### config.mk
export PLATFORM = sky130hd
export DESIGN_NAME = prom_sequencer
export DESIGN_NICKNAME = d
export VERILOG_FILES = /design/src/rtl/prom_seq_pkg.sv /design/src/rtl/prom_seq_prescaler.sv /design/src/rtl/prom_sequencer.sv
export SDC_FILE = /design/constraint.sdc
export NUM_CORES = 1
export LEC_CHECK = 0
export CORE_MARGIN = 4
export CORE_UTILIZATION = 50
export DETAILED_ROUTE_END_ITERATION = 10
export PLACE_DENSITY_LB_ADDON = 0.05
export SYNTH_ARGS = -nofsm -noshare
export SYNTH_HDL_FRONTEND = slang
export SYNTH_SLANG_ARGS = --single-unit
### constraint.sdc
create_clock -name clk -period 2.23 [get_ports clk]
set_input_delay 0.3345 -clock clk [delete_from_list [all_inputs] [get_ports clk]]
set_output_delay 0.3345 -clock clk [all_outputs]
set_load 0.005 [all_outputs]
### src/rtl/prom_seq_pkg.sv
`default_nettype none
// ============================================================================
// Module  : prom_seq_pkg
// Brief   : Shared types and default widths for the prom pattern sequencer.
// Revision: 1.0 - initial release
// ============================================================================
package prom_seq_pkg;

  // Default geometry of the on-chip prom and the frame-hold counter
  localparam int c_def_addr_w = 7;
  localparam int c_def_data_w = 36;
  localparam int c_def_div_w  = 24;

  // Sequencer states: fetch drives the prom, capture registers its output,
  // hold waits out the frame before the next fetch.
  typedef enum logic [1:0] {
    ST_IDLE    = 2'd0,
    ST_FETCH   = 2'd1,
    ST_CAPTURE = 2'd2,
    ST_HOLD    = 2'd3
  } prom_seq_state_t;

endpackage : prom_seq_pkg
`default_nettype wire

### src/rtl/prom_seq_prescaler.sv
`default_nettype none
// ============================================================================
// Module  : prom_seq_prescaler
// Brief   : Loadable down-counter timing the HOLD phase of each frame.
//           tc is high while the count equals 1 (the last hold cycle).
// Revision: 1.0 - initial release
// ============================================================================
module prom_seq_prescaler
  import prom_seq_pkg::*;
#(
  parameter int DIV_W = c_def_div_w
) (
  input  logic             clk,
  input  logic             rst_n,
  input  logic             load,
  input  logic [DIV_W-1:0] load_val,
  input  logic             dec,
  output logic             tc
);

  localparam logic [DIV_W-1:0] c_one = {{(DIV_W-1){1'b0}}, 1'b1};

  logic [DIV_W-1:0] r_count;

  // Load has priority; otherwise count down while the sequencer holds
  always_ff @(posedge clk or negedge rst_n) begin
    if (!rst_n) begin
      r_count <= '0;
    end else if (load) begin
      r_count <= load_val;
    end else if (dec) begin
      r_count <= r_count - c_one;
    end
  end

  assign tc = (r_count == c_one);

endmodule : prom_seq_prescaler
`default_nettype wire

### src/rtl/prom_sequencer.sv
`default_nettype none
// ============================================================================
// Module  : prom_sequencer
// Brief   : Steps the prom address through [first_addr..last_addr], one word
//           per frame, and registers each word onto pattern. Sole master of
//           the prom read port (AddressA / ClkEn0 / DataOutA).
// Revision: 1.0 - initial release
// ============================================================================
module prom_sequencer
  import prom_seq_pkg::*;
#(
  parameter int ADDR_W = c_def_addr_w,
  parameter int DATA_W = c_def_data_w,
  parameter int DIV_W  = c_def_div_w
) (
  input  logic              clk,
  input  logic              rst_n,
  input  logic              start,
  input  logic              stop,
  input  logic              step,
  input  logic              loop_en,
  input  logic [ADDR_W-1:0] first_addr,
  input  logic [ADDR_W-1:0] last_addr,
  input  logic [DIV_W-1:0]  div,
  output logic              rom_clk_en,
  output logic [ADDR_W-1:0] rom_addr,
  input  logic [DATA_W-1:0] rom_data,
  output logic [DATA_W-1:0] pattern,
  output logic              pattern_vld,
  output logic              busy,
  output logic              done
);

  localparam logic [ADDR_W-1:0] c_addr_one = {{(ADDR_W-1){1'b0}}, 1'b1};
  localparam logic [DIV_W-1:0]  c_div_one  = {{(DIV_W-1){1'b0}}, 1'b1};

  prom_seq_state_t   r_state;
  logic [ADDR_W-1:0] r_cur_addr;
  logic [ADDR_W-1:0] r_first;
  logic [ADDR_W-1:0] r_last;
  logic [DIV_W-1:0]  r_div;
  logic              r_stepping;
  logic              r_rom_clk_en;
  logic [DATA_W-1:0] r_pattern;
  logic              r_pattern_vld;
  logic              r_busy;
  logic              r_done;

  logic              w_at_last;
  logic [ADDR_W-1:0] w_next_addr;
  logic [DIV_W-1:0]  w_hold_len;
  logic              w_tc;

  // Advance rule shared by playback and single-step: last wraps to first,
  // otherwise +1 modulo the prom depth (so first > last wraps through 0).
  assign w_at_last   = (r_cur_addr == r_last);
  assign w_next_addr = w_at_last ? r_first : (r_cur_addr + c_addr_one);
  // A zero divider still holds for one cycle
  assign w_hold_len  = (r_div == '0) ? c_div_one : r_div;

  prom_seq_prescaler #(
    .DIV_W (DIV_W)
  ) u_prescaler (
    .clk      (clk),
    .rst_n    (rst_n),
    .load     (r_state == ST_CAPTURE && !r_stepping),
    .load_val (w_hold_len),
    .dec      (r_state == ST_HOLD),
    .tc       (w_tc)
  );

  // Sequencer FSM with registered prom enable, pattern, and status outputs
  always_ff @(posedge clk or negedge rst_n) begin
    if (!rst_n) begin
      r_state       <= ST_IDLE;
      r_cur_addr    <= '0;
      r_first       <= '0;
      r_last        <= '1;
      r_div         <= '0;
      r_stepping    <= 1'b0;
      r_rom_clk_en  <= 1'b0;
      r_pattern     <= '0;
      r_pattern_vld <= 1'b0;
      r_busy        <= 1'b0;
      r_done        <= 1'b0;
    end else begin
      r_pattern_vld <= 1'b0;
      r_done        <= 1'b0;
      r_rom_clk_en  <= 1'b0;
      if (stop) begin
        // Abort: any in-flight fetch is dropped, pattern and address kept
        r_state    <= ST_IDLE;
        r_stepping <= 1'b0;
        r_busy     <= 1'b0;
      end else if (start) begin
        // Start (or restart while busy) latches a fresh range and divider
        r_first      <= first_addr;
        r_last       <= last_addr;
        r_div        <= div;
        r_cur_addr   <= first_addr;
        r_stepping   <= 1'b0;
        r_state      <= ST_FETCH;
        r_rom_clk_en <= 1'b1;
        r_busy       <= 1'b1;
      end else begin
        case (r_state)
          ST_IDLE: begin
            if (step) begin
              r_stepping   <= 1'b1;
              r_state      <= ST_FETCH;
              r_rom_clk_en <= 1'b1;
              r_busy       <= 1'b1;
            end
          end
          ST_FETCH: begin
            r_state <= ST_CAPTURE;
          end
          ST_CAPTURE: begin
            r_pattern     <= rom_data;
            r_pattern_vld <= 1'b1;
            if (r_stepping) begin
              r_cur_addr <= w_next_addr;
              r_stepping <= 1'b0;
              r_state    <= ST_IDLE;
              r_busy     <= 1'b0;
            end else begin
              r_state <= ST_HOLD;
            end
          end
          ST_HOLD: begin
            if (w_tc) begin
              r_cur_addr <= w_next_addr;
              if (w_at_last && !loop_en) begin
                r_state <= ST_IDLE;
                r_busy  <= 1'b0;
                r_done  <= 1'b1;
              end else begin
                r_state      <= ST_FETCH;
                r_rom_clk_en <= 1'b1;
              end
            end
          end
          default: begin
            r_state <= ST_IDLE;
            r_busy  <= 1'b0;
          end
        endcase
      end
    end
  end

  assign rom_clk_en  = r_rom_clk_en;
  assign rom_addr    = r_cur_addr;
  assign pattern     = r_pattern;
  assign pattern_vld = r_pattern_vld;
  assign busy        = r_busy;
  assign done        = r_done;

endmodule : prom_sequencer
`default_nettype wire

==> metrics.yaml <==
finish:
  layout-area-overhead-vs-synth_pct: 33.01
  multi_input_area_um2: 2315
  antennaDiodeCount: 0
  share_of_post_route_cells_with_drive_strength_above_1: 0.1372
  final-seq-area_um2: 2811
  postLayoutCellArea_um2: 6958
  fillers: 858
  final_net_count: 737
critical_path:
  timing.reg2reg.setup_slack_ns: 0.17
  timing.critical_path.cells: "nor3_1, nand2_1, or4_4, a211o_1, and3_1"
  critPathMaxFanout: 4
  crit_arrival_ns: 2.33
  timing.critical_path.to_type: "flip-flop"
  cp_slowest_stage_delay_ns: 0.54
  cpMaxStageDelayCell: "or4_4"
  worstReg2RegStart: "u_prescaler.r_count[6]"
  cp.required_ns: 2.50
  timing.critical_path.from_type: "flip-flop"
  timing.critical_path.from: "u_prescaler.r_count[6]"
  path_class: "flip-flop to flip-flop"
grt:
  grt_start_max_net_pins: 113
  use_met2: 0.3475
  grt_pass1_vias: 4146
  globalRouteMet1Util: 0.2857
  antenna_found_initial: 0
  gr-usage-all-layers: 0.2147
  grt_remaining_overflow: 0
  met3_usage: 0.05999
  wire_length_of_the_first_global_routing_pass_um: 20110
  grt_most_used_layer: "met2"
pwr:
  power.leakage_nw: 3.086
  irDropWorstVdd_mv: 0.6130
  totalPowerFinal_mw: 5.847
  power.density_nw_per_um2: 840.4
clock_tree:
  cts_made_buffers: 9
  cts_resized: 0
  post_cts_hold_buffer_count: 0
  ctsRootBufferMaster: "clkbuf_8"
  post_cts.repair.setup_buffers: 0
  worst_setup_hold_path_clk_slew_ns: 0.10
  tritoncts: "done"
  numClockSinks: 112
  clkLatencyLatePin_ns: 0.38
  cts_htree_levels: 3
  clock_path_buffers: 2
logic_synthesis:
  synth-edff-count: 0
  post_synth.cell_area_avg_um2: 10.14
  yosys-top-cells-area: "dfrtp_1, nand2_1, mux2_2"
  post_synth_inst_count: 516
  async_set_reset_flop_share_out_of_synthesis: 1.000
  synthDominantAreaCellType: "dfrtp_1"
  ys_seq_elements: 112
  post_synth_num_cell_types: 51
  post_synthesis_cell_area_um2: 5231
  seq_area_frac_synth: 0.5374
  synth-main-ff-cell: "dfrtp_1"
  synthesis.yosys.warnings: 0
  synthDominantCellAreaShare: 0.5023
  syn-num-nets: 602
status:
  failed_checks: "hold timing"
  outcome: "complete, but fails checks"
route:
  wl_um: 12650
  drt_first_iter_violations: 257
  remaining_drc_errors: 0
  avgRoutedWirePerCell_um: 15.98
  first_pass_iters: 4
  detail_route.vias_per_cell: 5.260
  drt.antenna.violating_nets: 0
  routed-via-count: 4166
die:
  num_rows: 37
  effective_utilization_at_floorplan: 0.5090
  floorplan.die_area_um2: 12160
  die_height_um: 110.3
  die_width_um: 110.3
  i_o_pin_total: 127
  floorplan.core_area_um2: 10280
placed_design:
  port_buffer_count: 126
  place_area_um2: 6778
  routabilityCongestion: 0.8814
  dp_hpwl_um: 9128
sta:
  fin_worst_hold_slack_ns: -0.02442
  layout_worst_path_cycle_share: 0.9230
  finalCriticalPeriod_ns: 2.058
  setup-tns-final_ns: 0
  achievable-frequency_mhz: 485.8
  grt_setup_unrepaired: "no"
  finalHoldViolCount: 6
  final_max_slew_viol_count: 0
  worst_slew_pin_slew_ns: 0.6223
  max_slew_margin: 0.5852
  final-setup-viol-count: 0
  worst_clock_skew_ns: 0.009957
job:
  maxCapViolCount: 0
hold_path:
  worst_hold_path_type: "input port to asynchronous set/reset pin"
==> synth_stat cells, types with 2 or more instances <==
cell      instances
ha_1              6
clkbuf_1         17
a31o_2            2
nor3_1           10
xor2_1           14
a21oi_1           4
a22o_1            3
o21ai_0          30
mux2i_1           5
and3_1            3
buf_2             4
nand2_2           2
nand4b_1          2
or4_1             2
nor4_2            2
nor2b_1           4
dfstp_2           7
nand2b_1          4
nor4_1           17
inv_1             6
nor2_1           22
nand3_1           9
o211ai_1          7
xnor2_1          19
a31oi_1           6
mux2_2           36
a211oi_1          3
dfrtp_1         105
nand4_1           2
nand2_1         140
nor3b_1           3
==> per-layer routing <==
metal / vias to the layer above / share of wire
met5: - / 0
met4: 0 / 0.0089
met3: 7 / 0.057
met2: 106 / 0.49
met1: 2014 / 0.44
li1: 2039 / -
==> logic make-up after synthesis <==
group,after synthesis,synth area share
compound gates,63,0.07582
xor+xnor,33,0.05525
fa+ha+maj,6,0.01435
buf+inv,28,0.02105
flops,112,0.5374
mux,41,0.08706
simple gates,233,0.2090
==> placed cells by master, fill, tap and decap left out, drive strengths merged, types with 2 or more instances in the layout <==
master         netlist  final
nand2b               4      4
xor2                14     14
clkdlybuf4s50        0    125
a31o                 2      2
nor2                22     22
and3                 3      3
a211oi               3      3
buf                  5     21
nor3                12     12
nor2b                4      4
and2                 2      2
dfrtp              105    105
nor4                20     20
inv                  6      6
a31oi                6      6
nor3b                3      3
ha                   6      6
mux2i                5      5
a21oi                4      4
or4                  3      3
o21ai               30     30
nand3                9      9
dfstp                7      7
o211ai               7      7
mux2                36     36
xnor2               19     19
nand4b               2      2
nand2              142    142
nand4                2      2
a22o                 3      3
clkbuf              17     16
==> report_power, final <==
part	leakage, nW	total [mW]	internal (mW)	switching, mW
Clock	0.0910	1.14	0.502	0.642
Sequential	1.41	2.95	2.50	0.448
Combinational	1.58	1.75	1.04	0.713
==> critical path: cells and delay by family (launching register included) <==
family,cells,cell delay (ns)
AO/OA/AOI/OAI,1,0.30
flip-flops,1,0.43
AND/OR/NAND/NOR,4,1.23
==> registers in the layout, indices dropped and copies added, names as in the netlist <==
| register | flops |
|---|---|
| r_state | 2 |
| r_div | 24 |
| rom_clk_en | 1 |
| u_prescaler.r_count | 24 |
| busy | 1 |
| pattern_vld | 1 |
| r_last | 7 |
| r_stepping | 1 |
| rom_addr | 7 |
| done | 1 |
| r_first | 7 |
| pattern | 36 |
==> per-stage QoR <==
step	util	std cells	hold WS, ns	setup slack (ns)
2_1_floorplan	-	516	0.03891	0.2431
3_3_place_gp	0.6595	776	0.4561	0.2089
3_5_place_dp	0.6595	776	0.4579	0.1740
4_1_cts	0.6770	792	0.04490	0.1831
5_1_grt	0.6770	792	0.03884	0.05625
6_report	0.6770	792	-0.02442	0.1716
==> final timing paths <==
kind / end / cells past startpoint
hold / removal: r_div[5] / 2
hold reg to reg: r_last[5] / 2
setup reg to reg: busy / 5
setup / recovery: busy / 5
max in group asynchronous: u_prescaler.r_count[21] / 2
min in group clk: r_last[4] / 3
==> layout make-up <==
class                   count  share of cell area
inverters                   6            0.003237
multi-input cells         376              0.3327
well taps                 136             0.02446
flip-flops and latches    112              0.4041
clock buffers              16             0.02589
repair buffers            146              0.2097
Note: power is estimated with default switching activity, not from simulation.
